## src/rtl/inputdata_pkg.sv

```systemverilog
`default_nettype none
// ============================================================================
// Module      : inputdata_pkg
// Description : Shared types and constants for the inputdata producer.
// Revision    : 1.0 - initial release
// ============================================================================
package inputdata_pkg;

    typedef enum logic [0:0] {
        EMPTY = 1'b0,
        FULL  = 1'b1
    } hold_state_t;

    localparam int c_default_data_width = 8;

endpackage : inputdata_pkg
`default_nettype wire

```

## src/rtl/serial_word_shifter.sv

```systemverilog
`default_nettype none
// ============================================================================
// Module      : serial_word_shifter
// Description : MSB-first serial-to-parallel shifter with word-complete pulse.
// Revision    : 1.0 - initial release
// ============================================================================
module serial_word_shifter
    import inputdata_pkg::*;
#(
    parameter int DATA_WIDTH = c_default_data_width
) (
    input  logic                  clk,
    input  logic                  reset,
    input  logic                  serial_in,
    input  logic                  serial_valid,
    output logic [DATA_WIDTH-1:0] word,
    output logic                  word_done
);

    localparam int                 c_cnt_w = (DATA_WIDTH > 2) ? $clog2(DATA_WIDTH) : 1;
    localparam logic [c_cnt_w-1:0] c_last  = c_cnt_w'(DATA_WIDTH - 1);

    generate
        if (DATA_WIDTH < 2) begin : g_width_check
            $error("serial_word_shifter: DATA_WIDTH must be 2 or more");
        end
    endgenerate

    // The top bit of the word is never needed after the completing edge,
    // so only DATA_WIDTH-1 bits of history are kept.
    logic [DATA_WIDTH-2:0] r_shift;
    logic [c_cnt_w-1:0]    r_count;

    always_ff @(posedge clk or posedge reset) begin
        if (reset) begin
            r_shift <= '0;
            r_count <= '0;
        end else if (serial_valid) begin
            r_shift <= word[DATA_WIDTH-2:0];
            r_count <= (r_count == c_last) ? '0 : r_count + 1'b1;
        end
    end

    assign word      = {r_shift, serial_in};
    assign word_done = serial_valid && (r_count == c_last);

endmodule : serial_word_shifter
`default_nettype wire

```

## src/rtl/inputdata_source.sv

```systemverilog
`default_nettype none
// ============================================================================
// Module      : inputdata_source
// Description : Serial word producer for the loaddata/inputdata_ready handshake.
// Revision    : 1.0 - initial release
// ============================================================================
module inputdata_source
    import inputdata_pkg::*;
#(
    parameter int DATA_WIDTH = c_default_data_width
) (
    input  logic                  clk,
    input  logic                  reset,
    input  logic                  serial_in,
    input  logic                  serial_valid,
    input  logic                  loaddata,
    output logic                  inputdata_ready,
    output logic [DATA_WIDTH-1:0] inputdata,
    output logic                  overrun
);

    hold_state_t           r_state;
    logic [DATA_WIDTH-1:0] w_word;
    logic                  w_word_done;
    logic                  w_transfer;

    serial_word_shifter #(
        .DATA_WIDTH (DATA_WIDTH)
    ) u_shifter (
        .clk          (clk),
        .reset        (reset),
        .serial_in    (serial_in),
        .serial_valid (serial_valid),
        .word         (w_word),
        .word_done    (w_word_done)
    );

    assign w_transfer      = inputdata_ready && loaddata;
    assign inputdata_ready = (r_state == FULL);

    always_ff @(posedge clk or posedge reset) begin
        if (reset) begin
            r_state   <= EMPTY;
            inputdata <= '0;
            overrun   <= 1'b0;
        end else begin
            case (r_state)
                EMPTY: begin
                    if (w_word_done) begin
                        r_state   <= FULL;
                        inputdata <= w_word;
                    end
                end
                FULL: begin
                    // A word completing on the transfer edge refills the slot directly.
                    if (w_transfer) begin
                        if (w_word_done) begin
                            inputdata <= w_word;
                        end else begin
                            r_state <= EMPTY;
                        end
                    end else if (w_word_done) begin
                        overrun <= 1'b1;
                    end
                end
                default: r_state <= EMPTY;
            endcase
        end
    end

endmodule : inputdata_source
`default_nettype wire
```

## config.mk

```make
export PLATFORM = sky130hd
export DESIGN_NAME = inputdata_source
export DESIGN_NICKNAME = d
export VERILOG_FILES = /design/src/rtl/inputdata_pkg.sv /design/src/rtl/serial_word_shifter.sv /design/src/rtl/inputdata_source.sv
export SDC_FILE = /design/constraint.sdc
export NUM_CORES = 1
export LEC_CHECK = 0
export BUFFER_PORTS_ARGS = -buffer_cell sky130_fd_sc_hd__buf_2
export CORE_MARGIN = 1.5
export CORE_UTILIZATION = 45
export DETAILED_ROUTE_END_ITERATION = 7
export PLACE_DENSITY = 0.69
export SLEW_MARGIN = 10
export SYNTH_ARGS = -nofsm -noshare
export SYNTH_HDL_FRONTEND = slang
export SYNTH_HIERARCHICAL = 1
export SYNTH_SLANG_ARGS = --single-unit
```

## constraint.sdc

```tcl
create_clock -name clk -period 1.5 [get_ports clk]
set_clock_uncertainty 0.05 [all_clocks]
set_input_delay 0 -clock clk [delete_from_list [all_inputs] [get_ports clk]]
set_output_delay 0 -clock clk [all_outputs]
set_load 0.005 [all_outputs]
```

==> results.md <==
* Final hold violation count at 0
* Status: completed
* Gate Count Post-Synth at 53
* Worst-skew pair later-pin latency at 290 ps
* Worst EP arrival at 1590 ps
* Final period util at 97.2%
* Drt total wl at 1180 um
* Seq cells post-synth at 20
* Max Slew Vio Count at 0
* Post-Synth Simple-Gate Area at 4.91%
* Avg WL per Cell at 12.0 um
* Post-synthesis compound-gate area fraction at 1.59%
* Global Route Usage Sum at 13.5%
* Num CTS Buffers at 3
* Via/cell ratio at 4.64
* Initial antenna violation count at 0
* Max-Cap Viols at 0
* Core Rows at 15
* VDD IR max at 0.000772 V
* Detailed Routing Iterations Pass 1 at 1
* Syn avg cell area at 16.3 sq um
* Fill cell count at 165
* Pin count of the biggest net entering global routing at 12
* Min Tclk post-route at 1460 ps
* CTS Sinks at 20
* Post-DP HPWL at 865 um
* Critical Path Start Type: register
* Setup_tns at 0 ps
* Postcts setup bufs at 0
* Worst Hold Class: input pin to register
* Die Area at 0.00220 sq mm
* CP Max Fanout at 8
* Relative slew slack at 74.2%
* First-pass GRT wire length at 1930 um
* H-tree depth reported by CTS at 1
* Die H at 46.9 um
* RSZ-0062 raised after global routing: false
* Final nets at 82
* Layout cell share with drive strength beyond 1 at 54.8%
* CTS tree: yes
* Maximum clock path buffer count at 2
* Synthesis-to-finish area growth at 19.1%
* Sequential fraction of the synthesis area at 57.8%
* YS warnings at 6
* Critical path type: register to register
* Routability cong. at 0.649
* Yosys cell types at 15
* Number of port buffers at 14
* Xor/xnor share of the synthesized area at 0%
* Final setup margin at 42.4 ps
* # DRC at 0
* Setup WS pre-CTS at -21.3 ps
* Root buffer cell: clkbuf_4
* Req. time, crit path at 1640 ps
* Mux share of post-synthesis cell area at 28.5%
* Crit end category: register
* Ant diodes at 0
* Reg2reg setup slack at 40 ps
* Post-Syn Nets at 60
* Fmax at 0.686 GHz
* CORE AREA at 0.00176 sq mm
* Clock-pin slew of the registers on the worst-case setup and hold paths at 100 ps
* Boundary Pins at 15
* Largest family of logic cells by synthesized area: multiplexers
* Vias at 455
* Post-Synth Adder-Cell Area at 2.89%
* Final setup viols at 0
* Power density cells at 1610 mW/mm^2
* Worst Tran Pin Value at 387 ps
* 1st-iter DRT viols at 0
* Post-Syn Area at 866 sq um
* Die width at 46.9 um
* Final ANT Viol Nets at 0
* LEAKAGE at 0.548 nW
* Vias in the first global route at 436
* Power, Total at 1.66 mW
* Initial core utilization at 49.1%
* GRT overflow at 0
[critical path, stage by stage, from the launching register on]
cell     delay [ps]
dfrtp_1         400
ha_2            180
ha_2            160
and2_4          150
nand2_8         100
mux2_4          310
[report_power, final]
group | total (mW) | switching, mW | internal [mW]
clock | 0.243 | 0.149 | 0.0934
combinational | 0.559 | 0.175 | 0.384
sequential | 0.854 | 0.116 | 0.738
[layout make-up]
type / count / area, sq um / area share, %
sequential: 20 / 500 / 48.5
multi-input combinational: 26 / 343 / 33.3
timing repair buffer: 19 / 115 / 11.2
tap: 25 / 31.3 / 3.03
clock buffer: 3 / 22.5 / 2.18
inverter: 5 / 18.8 / 1.82
[synthesized netlist by cell type]
library cell / number / area (sq um)
dfrtp_1: 20 / 500
mux2_4: 15 / 225
inv_1: 5 / 18.8
ha_1: 2 / 25.0
and2_2: 1 / 7.51
buf_4: 1 / 7.51
buf_6: 1 / 11.3
mux2_2: 1 / 11.3
mux2i_1: 1 / 10.0
nand2_1: 1 / 3.75
nand2_4: 1 / 11.3
nand2b_1: 1 / 6.26
nand2b_4: 1 / 13.8
o21bai_1: 1 / 7.51
o22ai_1: 1 / 6.26
[registers in the layout, indices dropped and copies added, names as in the netlist]
signal / cells
overrun: 1
u_shifter/r_count: 3
u_shifter/r_shift: 7
inputdata: 8
inputdata_ready: 1
[cells in the final DEF, fill, tap and decap left out, drive strengths merged]
master,instances
mux2,16
o22ai,1
and2,1
o21bai,1
dfrtp,20
inv,5
nand2,2
mux2i,1
dlygate4sd3,3
clkbuf,3
ha,2
buf,16
nand2b,2
[path summary, 6_finish.rpt]
path                                       from                    to  cells past startpoint
hold reg to reg                         overrun               overrun                      1
max in group asynchronous                 reset          inputdata[5]                      3
setup reg to reg           u_shifter/r_count[0]          inputdata[1]                      5
hold / removal                     serial_valid       inputdata_ready                      4
setup / recovery           u_shifter/r_count[0]          inputdata[1]                      5
min in group asynchronous                 reset  u_shifter/r_count[1]                      3
[cells by family after synthesis]
| kind of cell | Yosys count |
|---|---|
| DFF | 20 |
| muxes | 17 |
| buffers and inverters | 7 |
| and+or+nand+nor | 5 |
| AOI/OAI and AO/OA | 2 |
| adders and majority gates | 2 |
[per-layer routing]
| layer | part of all wire (%) | vias to the layer above | track usage [%] |
|---|---|---|---|
| li1 | - | 220 | - |
| met1 | 46 | 224 | 15.9 |
| met2 | 48 | 9 | 20.3 |
| met3 | 4.4 | 2 | 5.77 |
| met4 | 1.9 | 0 | 8.33 |
| met5 | 0 | - | 0 |
[what timing repair did]
item,4_1_cts,5_1_grt
resized for setup,1,1
gates cloned,0,0
pin swaps,2,0
endpoints found under the hold margin,24,0
setup endpoints to repair,8,8
hold buffers,3,0
[metrics by stage]
step                      instance area [sq um]  util [%]  cells  hold WS [ps]
final                                      1030      58.4     98          46.7
after global placement                      973      55.2     92         -54.8
after detailed placement                    973      55.2     92         -46.6
after global routing                       1030      58.4     98          57.9
after CTS                                  1030      58.3     98          38.3
after floorplan                             876         -     53          -210
(Power assumes the default switching activity.)
